--- src/rtl/if_fetch_queue.sv ---
// IF->ID fetch queue: DEPTH-entry show-ahead FIFO of {pc, instruction}; write-to-head latency 1 cycle.
// Backpressure: full (registered) stalls IF; pushes while full are dropped and flag sticky overflow.
module if_fetch_queue #(
  parameter int ADDRESS_LEN = 32,
  parameter int DEPTH       = 4,
  parameter int CNT_W       = $clog2(DEPTH+1)
) (
  input  logic                   clk,
  input  logic                   rst,
  input  logic                   flush,
  input  logic                   push,
  input  logic [ADDRESS_LEN-1:0] pc_in,
  input  logic [ADDRESS_LEN-1:0] instruction_in,
  input  logic                   pop,
  output logic                   full,
  output logic                   valid_out,
  output logic [ADDRESS_LEN-1:0] pc_out,
  output logic [ADDRESS_LEN-1:0] instruction_out,
  output logic [CNT_W-1:0]       count,
  output logic                   overflow
);

  localparam int PTR_W = $clog2(DEPTH);

  logic [ADDRESS_LEN-1:0] r_pc_mem  [DEPTH];
  logic [ADDRESS_LEN-1:0] r_ins_mem [DEPTH];
  logic [PTR_W-1:0]       r_wr_ptr;
  logic [PTR_W-1:0]       r_rd_ptr;
  logic [CNT_W-1:0]       r_count;
  logic                   r_overflow;

  logic w_full;
  logic w_empty;
  logic w_push_ok;
  logic w_pop_ok;

  assign w_full    = (r_count == CNT_W'(DEPTH));
  assign w_empty   = (r_count == '0);
  assign w_push_ok = push && !w_full;
  assign w_pop_ok  = pop && !w_empty;

  always_ff @(posedge clk) begin
    if (rst) begin
      r_wr_ptr   <= '0;
      r_rd_ptr   <= '0;
      r_count    <= '0;
      r_overflow <= 1'b0;
    end else if (flush) begin
      r_wr_ptr <= '0;
      r_rd_ptr <= '0;
      r_count  <= '0;
    end else begin
      if (w_push_ok) r_wr_ptr <= r_wr_ptr + PTR_W'(1);
      if (w_pop_ok)  r_rd_ptr <= r_rd_ptr + PTR_W'(1);
      case ({w_push_ok, w_pop_ok})
        2'b10:   r_count <= r_count + CNT_W'(1);
        2'b01:   r_count <= r_count - CNT_W'(1);
        default: r_count <= r_count;
      endcase
      if (push && w_full) r_overflow <= 1'b1;
    end
  end

  // Storage has no reset; empty-gating on the outputs hides stale contents.
  always_ff @(posedge clk) begin
    if (!rst && !flush && w_push_ok) begin
      r_pc_mem[r_wr_ptr]  <= pc_in;
      r_ins_mem[r_wr_ptr] <= instruction_in;
    end
  end

  assign full            = w_full;
  assign valid_out       = !w_empty;
  assign count           = r_count;
  assign overflow        = r_overflow;
  assign pc_out          = w_empty ? '0 : r_pc_mem[r_rd_ptr];
  assign instruction_out = w_empty ? '0 : r_ins_mem[r_rd_ptr];

endmodule

--- config.mk ---
export PLATFORM = sky130hd
export DESIGN_NAME = if_fetch_queue
export DESIGN_NICKNAME = d
export VERILOG_FILES = /design/src/rtl/if_fetch_queue.sv
export SDC_FILE = /design/constraint.sdc
export NUM_CORES = 1
export LEC_CHECK = 0
export ABC_AREA = 0
export CORE_ASPECT_RATIO = 1.25
export CORE_MARGIN = 4
export CORE_UTILIZATION = 49
export DETAILED_ROUTE_END_ITERATION = 6
export PLACE_DENSITY = 0.75
export SYNTH_ARGS = -nofsm -noshare
export SYNTH_HDL_FRONTEND = slang
export SYNTH_SLANG_ARGS = --single-unit
--- constraint.sdc ---
create_clock -name clk -period 2.6 [get_ports clk]
set_input_delay 0.39 -clock clk [delete_from_list [all_inputs] [get_ports clk]]
set_output_delay 0.39 -clock clk [all_outputs]
set_load 0.02 [all_outputs]
### After elaboration in Yosys (flattened, before gate mapping)

Memory sizes are Yosys's and may differ from the RTL's. A register that Yosys moved wholly into a read port is not among the register bits.
Index checks and enable logic that the tools add are counted.

* register bits: 8
* bits in writable memories: 256
* output and inout bits: 70
* memories: 2

* add/subtract/negate cells: 4
* eq/ne operators: 3
* multiplexer cells: 9
* bitwise logic cells: 1
* reduce and logical (&&, ||, !) cells: 13

Memory list
* r_ins_mem: words 4, bits a word 32, rd ports 1, clocked after Yosys merged registers in 1, write ports 1, line 26 `logic [ADDRESS_LEN-1:0] r_ins_mem [DEPTH];`
* r_pc_mem: words 4, bits a word 32, rd ports 1, clocked after Yosys merged registers in 1, write ports 1, line 25 `logic [ADDRESS_LEN-1:0] r_pc_mem [DEPTH];`

Operators by type and width (number)
* $mux W32: 2
* $mux W2: 4
* $pmux W3 S2: 1
* $logic_and A1 B1 Y1: 5
* $add A2 B1 Y2 const B: 2
* $logic_not A1 Y1: 4
* $add A3 B1 Y3 const B: 1
* $eq A3 B3 Y1 const B: 1
* $logic_not A3 Y1: 1
* $sub A3 B1 Y3 const B: 1
* $eq A2 B1 Y1 const B: 1
* $eq A2 B2 Y1 const B: 1
* $mux W1: 2
* $reduce_and A2 Y1: 1
* $reduce_bool A2 Y1: 1
* $reduce_or A2 Y1: 1
* $not A1 Y1: 1

### Logic depth before layout (Yosys ltp)

Gate-level depths: netlist (run 1).

* depth after elaboration: 6
* depth in mapped cells: 9
* depth with buffers taken out: 9

### Least setup slack after synthesis (run 1)

No wires, ideal clock.

* kind: register to register
* start: reg r_count[0] (netlist: count[0])
* end: mem r_ins_mem[0][0] (enable)
* setup time: 0.429 ns
* arrival: 2.455 ns
* path slack: -0.284 ns
* stages on the path, launching flop included: 4
* path buffers: 0
* clock period less this slack: 2.884 ns
* path through: dfxtp_1 -> or3b_1 -> and2_4 -> and3_1

* longest elaborated chain between the ends: 6

Ends and longest elaborated chain
* start: declaration: line 29 `logic [CNT_W-1:0] r_count;`
* start signal: assignment: line 56 `2'b10: r_count <= r_count + CNT_W'(1);`
* start signal: assignment: line 57 `2'b01: r_count <= r_count - CNT_W'(1);`
* start signal: assignment: line 58 `default: r_count <= r_count;`
* $eq A3 B3 Y1: line 37 `assign w_full = (r_count == CNT_W'(DEPTH));`
* $logic_not A1 Y1: line 39 `assign w_push_ok = push && !w_full;`
* $logic_and A1 B1 Y1: line 39
* $logic_and A1 B1 Y1: line 66 `if (!rst && !flush && w_push_ok) begin`
* $mux W1: line 66
* $mux W1 (not written as such): line 68 `r_ins_mem[r_wr_ptr] <= instruction_in;`
* end: declaration: line 26

Every way passes these cells.

==> qor.tcl, run 1 <==
set qor(outcome) {finished, final reports clean}
set qor(stdcell_count) 927
set qor(holdCritPathClass) {input port to flip-flop}
set qor(cap_viol_max_count) 0
set qor(post-synth-top-count-cell) {edfxtp_1}
set qor(synth_seq_area_share_pct) 76.9
set qor(ys_seq_elements) 266
set qor(gr-usage-all-layers_pct) 17.2
set qor(hold_fix_buffer_count_after_cts) 0
set qor(synth_enable_flop_cells) 256
set qor(top_level_port_count) 139
set qor(core.rowCount) 58
set qor(drc) 0
set qor(globalRoute.totalOverflow) 0
set qor(gp_congestion) 0.723
set qor(worst-slew-pin-transition_ns) 0.476
set qor(avgRoutedWirePerCell_um) 21.9
set qor(n_antenna_cell) 0
set qor(vdd.ir_drop.worst_mv) 0.424
set qor(final_layout_size_suffix_gt1_share_pct) 27.1
set qor(cp_data_arrival_time_ns) 2.15
set qor(ys_async_sr_fraction_pct) 0
set qor(clkTransAtPathRegs_ns) 0.06
set qor(setup-violations-final) 0
set qor(rsz0062_at_grt) {yes}
set qor(hold_violations) 0
set qor(post_synth_most_frequent_cells) {256 x edfxtp_1, 64 x and2_1, 60 x mux4_2, 10 x dfxtp_1, 9 x inv_1}
set qor(global_route.usage.met3_pct) 3.35
set qor(cellLeakagePower_nw) 4.25
set qor(synth_area_leaders) {edfxtp_1 75%, mux4_2 13%, and2_1 3.9%, dfxtp_1 2.0%, buf_12 1.2%}
set qor(placed_area_mm2) 0.0121
set qor(globalRouteMet2Util_pct) 30.4
set qor(placedCellCount) 866
set qor(fin_area_mm2) 0.0129
set qor(crit_type) {flip-flop to output pin}
set qor(grt_pass1_vias) 5424
set qor(number_of_buffers_created_by_cts) 25
set qor(synth_cell_types) 28
set qor(cts-root-buf) {clkbuf_16}
set qor(floorplan.initialDensity_pct) 50.5
set qor(drt_first_pass_iters) 4
set qor(numClockSinks) 266
set qor(die_area_mm2) 0.0233
set qor(cts_tree) {done}
set qor(groute.layer.met1.usage_pct) 22.2
set qor(pin_count_of_the_biggest_net_entering_global_routing) 66
set qor(yosys_warnings) 0
set qor(height_of_the_chip_um) 170
set qor(grt_first_pass_wirelength_um) 30600
set qor(avgViaCountPerCell) 5.37
set qor(crit_path_max_fanout) 8
set qor(net_count_of_the_mapped_netlist) 538
set qor(max-slew-margin-rel_pct) 67.8
set qor(top_usage_layer) {met2}
set qor(worstPathRequired_ns) 2.21
set qor(worst_skew_pair.late_latency_ns) 0.51
set qor(fp.coreArea_mm2) 0.0203
set qor(synth_top_cell_area_share_pct) 75.0
set qor(dp_hpwl_um) 12100
set qor(syn_avg_cell_area_um2) 22.1
set qor(antenna_violations_before_repair) 0
set qor(syn_inst) 463
set qor(drv_slew) 0
set qor(crit_path_end_kind) {output pin}
set qor(ctsLongestPathBuffers) 3
set qor(syn-cell-area_mm2) 0.0103
set qor(fin_skew_ns) 0.00874
set qor(power_per_cell_area_mw_per_mm2) 665
set qor(netlist.top_cell.by_area) {edfxtp_1}
set qor(placement.io_buffers) 138
set qor(max_clock_freq_mhz) 394
set qor(htree_levels) 1
set qor(period_minus_slack_ns) 2.54
set qor(dr_total_vias) 4980
set qor(crit_path_start_kind) {flip-flop}
set qor(post-route-period-util_pct) 97.7
set qor(floorplan.die.width_um) 137
set qor(drt_iter0_markers) 385
set qor(synth_ff_type) {edfxtp_1}
set qor(total_power_consumption_of_the_routed_design_mw) 8.56
set qor(finalWirelength_um) 20300
set qor(ant_nets_after_route) 0
set qor(area.growth.synth_to_final_pct) 25.7
set qor(nets) 714
-- kinds of logic after synthesis --
family | after synthesis | share of synthesized area (%)
flops | 266 | 76.9
simple gates | 83 | 4.91
mux | 64 | 14.2
fa+ha+maj | 6 | 0.805
compound gates | 9 | 0.561
xor+xnor | 4 | 0.342
buf+inv | 31 | 2.25
-- flip-flops by register name, summed over array words and instances (netlist names), named ones only --
signal and flops:
count 3, overflow 1, r_ins_mem 128, r_pc_mem 128, r_rd_ptr 2, r_wr_ptr 2
-- final timing paths --
| kind | slack (ns) | from | cells past startpoint | end |
|---|---|---|---|---|
| worst max register to register | 0.15 | count[1] | 9 | count[2] |
| worst min register to register | 0.50 | overflow | 2 | overflow |
| worst min-delay path | 0.46 | rst | 2 | overflow |
| worst max-delay path | 0.06 | flip-flop | 5 | instruction_out[21] |
-- worst max-delay path: stages, from the launching register on --
cell and delay (ns):
dfxtp_4 0.38, buf_4 0.14, buf_12 0.14, mux4_2 0.49
and2_1 0.19, clkdlybuf4s15_1 0.29
-- power breakdown --
group	internal, mW	switching (mW)	total, mW
logic	0.284	0.295	0.578
registers	4.74	0.0146	4.75
clock network	1.77	1.46	3.23
total	6.80	1.77	8.56
-- layout make-up --
type	count	area, um2
fill	1411	7440
timing repair buffer	171	1730
multi-input combinational	166	2160
inverter	9	33.8
clock buffer	31	648
tap	270	338
sequential	266	7900
clock inverter	14	75.1
-- layer usage --
metal  up-vias  routed length [um]
li1       2235                   -
met1      2589                7970
met2       134               10900
met3        22                1140
met4         0                 333
met5         -                   0
-- metrics by stage --
step	setup slack (ns)	utilization (%)	hold slack [ns]	TNS [ns]
floorplan	0.239	-	0.462	0
finish	0.0605	63.4	0.461	0
detailed placement	0.128	59.5	0.493	0
global route	-0.00857	63.4	0.463	-0.0107
global placement	0.272	59.5	0.459	0
CTS	-0.00322	63.5	0.445	-0.00322
-- cells in the final DEF, fill, tap and decap left out, types with 2 or more instances in the layout --
master	instances
dfxtp_4	2
buf_16	3
xor2_1	4
mux4_1	4
clkinv_2	5
clkbuf_16	26
o31ai_1	2
inv_1	9
nor2_1	8
and3_4	4
edfxtp_1	256
clkdlybuf4s15_1	19
dlygate4sd2_1	5
clkinvlp_4	3
clkdlybuf4s15_2	8
buf_2	2
clkbuf_2	31
a21oi_1	3
and2_1	64
clkinv_1	5
ha_1	5
clkdlybuf4s50_1	73
mux4_2	60
dfxtp_1	7
buf_4	14
buf_12	15
clkbuf_1	6
-- timing repair --
action                                  4_1_cts  5_1_grt
pin swaps                                     0        0
gates cloned                                  2        1
gates resized for setup                     115       68
setup buffers                                 5        8
endpoints found under the setup margin       65       60
Power figures use the tool's default switching activity.
==> run 2: changes to the inputs <==
--- a/config.mk
+++ b/config.mk
@@ -8,9 +8,8 @@
 export ABC_AREA = 0
 export CORE_ASPECT_RATIO = 1.25
 export CORE_MARGIN = 4
-export CORE_UTILIZATION = 49
+export CORE_UTILIZATION = 40
 export DETAILED_ROUTE_END_ITERATION = 6
-export PLACE_DENSITY = 0.75
 export SYNTH_ARGS = -nofsm -noshare
 export SYNTH_HDL_FRONTEND = slang
 export SYNTH_SLANG_ARGS = --single-unit
==> run 2 against run 1 <==
Compared with the run above: fmax decreased by 0.43%; first-iteration DRC count decreased by 24%; sequential power about the same; largest power group unchanged.
==> qor.tcl, run 2 (synthesis gave the netlist of run 1 again) <==
set qor(crit_path_start_kind) {flip-flop}
set qor(post-route-period-util_pct) 98.1 ;# +0.42 points
set qor(setup-violations-final) 0 ;# unchanged
set qor(htree_levels) 1 ;# unchanged
set qor(crit_type) {flip-flop to output pin}
set qor(regToRegStartpoint) {count[2]}
set qor(fin_skew_ns) 0.00672 ;# -0.00202 ns
set qor(outcome) {finished, final reports clean}
set qor(min_from) {rst}
set qor(globalRouteMet2Util_pct) 26.1 ;# -4.3 points
set qor(setup.reg_to_reg.worst_slack_ns) 0.19 ;# +0.04 ns
set qor(globalRoute.totalOverflow) 0 ;# unchanged
set qor(stdcell_count) 994 ;# +7.2%
set qor(rsz0062_at_grt) {yes}
set qor(ctsLongestPathBuffers) 3 ;# unchanged
set qor(global_route.usage.met3_pct) 2.81 ;# -0.54 points
set qor(n_antenna_cell) 0 ;# unchanged
set qor(grt_first_pass_wirelength_um) 31800 ;# +3.7%
set qor(worst_skew_pair.late_latency_ns) 0.51 ;# about the same
set qor(drt_iter0_markers) 292 ;# -24%
set qor(final_cell_mix) {256 x edfxtp_1, 73 x clkdlybuf4s50_1, 64 x and2_1}
set qor(hold_violations) 0 ;# unchanged
set qor(fp.coreArea_mm2) 0.0252 ;# +24%
set qor(nets) 716 ;# +0.28%
set qor(cts_tree) {done}
set qor(dp_hpwl_um) 12700 ;# +4.6%
set qor(number_of_buffers_created_by_cts) 25 ;# unchanged
set qor(pin_count_of_the_biggest_net_entering_global_routing) 66 ;# unchanged
set qor(drv_slew) 0 ;# unchanged
set qor(power_per_cell_area_mw_per_mm2) 683 ;# +2.8%
set qor(critical-path-top-delay-family) {multiplexers}
set qor(dr_total_vias) 4978 ;# -0.040%
set qor(area.growth.synth_to_final_pct) 28.0
set qor(final_layout_size_suffix_gt1_share_pct) 27.2 ;# +0.070 points
set qor(crit_path_end_kind) {output pin}
set qor(final_core_utilization_pct) 52.1 ;# -11 points
set qor(layout.cells.most_common) {edfxtp_1}
set qor(numClockSinks) 266 ;# unchanged
set qor(antenna_violations_before_repair) 0 ;# unchanged
set qor(top_usage_layer) {met2}
set qor(cp_data_arrival_time_ns) 2.16 ;# about the same
set qor(vdd.ir_drop.worst_mv) 0.508 ;# +20%
set qor(cellLeakagePower_nw) 4.40 ;# +3.4%
set qor(top_level_port_count) 139 ;# unchanged
set qor(max-slew-margin-rel_pct) 67.5 ;# -0.35 points
set qor(placedCellCount) 933 ;# +7.7%
set qor(gp_congestion) 0.683 ;# -5.5%
set qor(worstPathBufferInverterCount) 2 ;# -1
set qor(placement.io_buffers) 138 ;# unchanged
set qor(crit_path_max_fanout) 10 ;# +2
set qor(die_area_mm2) 0.0283 ;# +21%
set qor(hold_fix_buffer_count_after_cts) 0 ;# unchanged
set qor(ant_nets_after_route) 0 ;# unchanged
set qor(avgRoutedWirePerCell_um) 20.9 ;# -4.6%
set qor(cts-root-buf) {clkbuf_16}
set qor(avgViaCountPerCell) 5.01 ;# -6.8%
set qor(cpMaxStageDelayCell) {mux4_1}
set qor(drc) 0 ;# unchanged
set qor(groute.layer.met1.usage_pct) 18.4 ;# -3.8 points
set qor(worstPathRequired_ns) 2.21 ;# about the same
set qor(clkTransAtPathRegs_ns) 0.06 ;# about the same
set qor(holdCritPathClass) {input port to flip-flop}
set qor(floorplan.die.width_um) 151 ;# +10%
set qor(cap_viol_max_count) 0 ;# unchanged
set qor(height_of_the_chip_um) 187 ;# +10%
set qor(critPathMaxStageDelay_ns) 0.55 ;# +0.06 ns
set qor(gr-usage-all-layers_pct) 14.7 ;# -2.5 points
set qor(drt_first_pass_iters) 4 ;# unchanged
set qor(floorplan.initialDensity_pct) 40.7 ;# -9.8 points
set qor(timing.critical_path.cells) {buf_6 -> mux4_1 -> and2_1 -> dlygate4sd2_1}
set qor(worst-slew-pin-transition_ns) 0.482 ;# +0.00518 ns
set qor(period_minus_slack_ns) 2.55 ;# +0.0109 ns
set qor(grt_pass1_vias) 5548 ;# +2.3%
set qor(core.rowCount) 65 ;# +12%
set qor(finalWirelength_um) 20800 ;# +2.3%
set qor(max_clock_freq_mhz) 392 ;# -0.43%
run 2: changes by cell type in the layout (fill, tap and decap cells not counted), sizes merged:
| cell | previous run | this run |
|---|---|---|
| dlygate4sd2 | 5 | 29 |
| inv | 10 | 9 |
| clkinv | 10 | 7 |
| clkbuf | 63 | 35 |
| clkdlybuf4s15 | 27 | 17 |
| buf | 34 | 51 |
| bufinv | 0 | 3 |
run 2: final timing paths:
kind	cells past startpoint	endpoint
max	4	pc_out[0]
min reg2reg	2	overflow
max reg2reg	9	count[2]
min	2	overflow
run 2: cell type report:
cell class | count | area, um2
fill | 2051 | 12100
timing repair buffer | 173 | 1790
multi-input combinational | 166 | 2160
inverter | 9 | 33.8
clock buffer | 32 | 692
clock inverter | 13 | 144
tap | 335 | 419
sequential | 266 | 7900
run 2: per-layer routing:
| metal | vias up | share of wire (%) |
|---|---|---|
| met5 | - | 0 |
| li1 | 2236 | - |
| met1 | 2589 | 40 |
| met4 | 0 | 2.0 |
| met3 | 37 | 5.1 |
| met2 | 116 | 53 |
run 2: power by group:
| group | leakage (nW) | total, mW | switching [mW] | internal [mW] |
|---|---|---|---|---|
| Sequential | 2.40 | 4.75 | 0.0141 | 4.74 |
| Clock | 0.404 | 3.64 | 1.47 | 2.17 |
| Combinational | 1.60 | 0.574 | 0.290 | 0.285 |
run 2: stage by stage:
step / worst slack (ns) / power (mW) / hold slack [ns] / TNS, ns / cell area [um2]
floorplan: 0.239 / 5.11 / 0.462 / 0 / 10300
global placement: 0.246 / 5.43 / 0.455 / 0 / 12200
detailed placement: 0.209 / 5.44 / 0.505 / 0 / 12200
CTS: -0.0551 / 9.05 / 0.467 / -0.0551 / 13000
global route: -0.0383 / 9.28 / 0.484 / -0.252 / 13100
finish: 0.0495 / 8.97 / 0.474 / 0 / 13100
run 2: repair_timing:
action                     in CTS  in global routing
cloned                          2                  2
setup buffers                   7                  6
setup endpoints to repair      65                 33
gates resized for setup       159                  4
==> run 3: changes to the inputs <==
--- a/config.mk
+++ b/config.mk
@@ -5,7 +5,7 @@
 export SDC_FILE = /design/constraint.sdc
 export NUM_CORES = 1
 export LEC_CHECK = 0
-export ABC_AREA = 0
+export ABC_CLOCK_PERIOD_IN_PS = 2600
 export CORE_ASPECT_RATIO = 1.25
 export CORE_MARGIN = 4
 export CORE_UTILIZATION = 40
==> results of run 3 <==
Same layout as run 2: the final DEF is identical, and so are final timing and power.
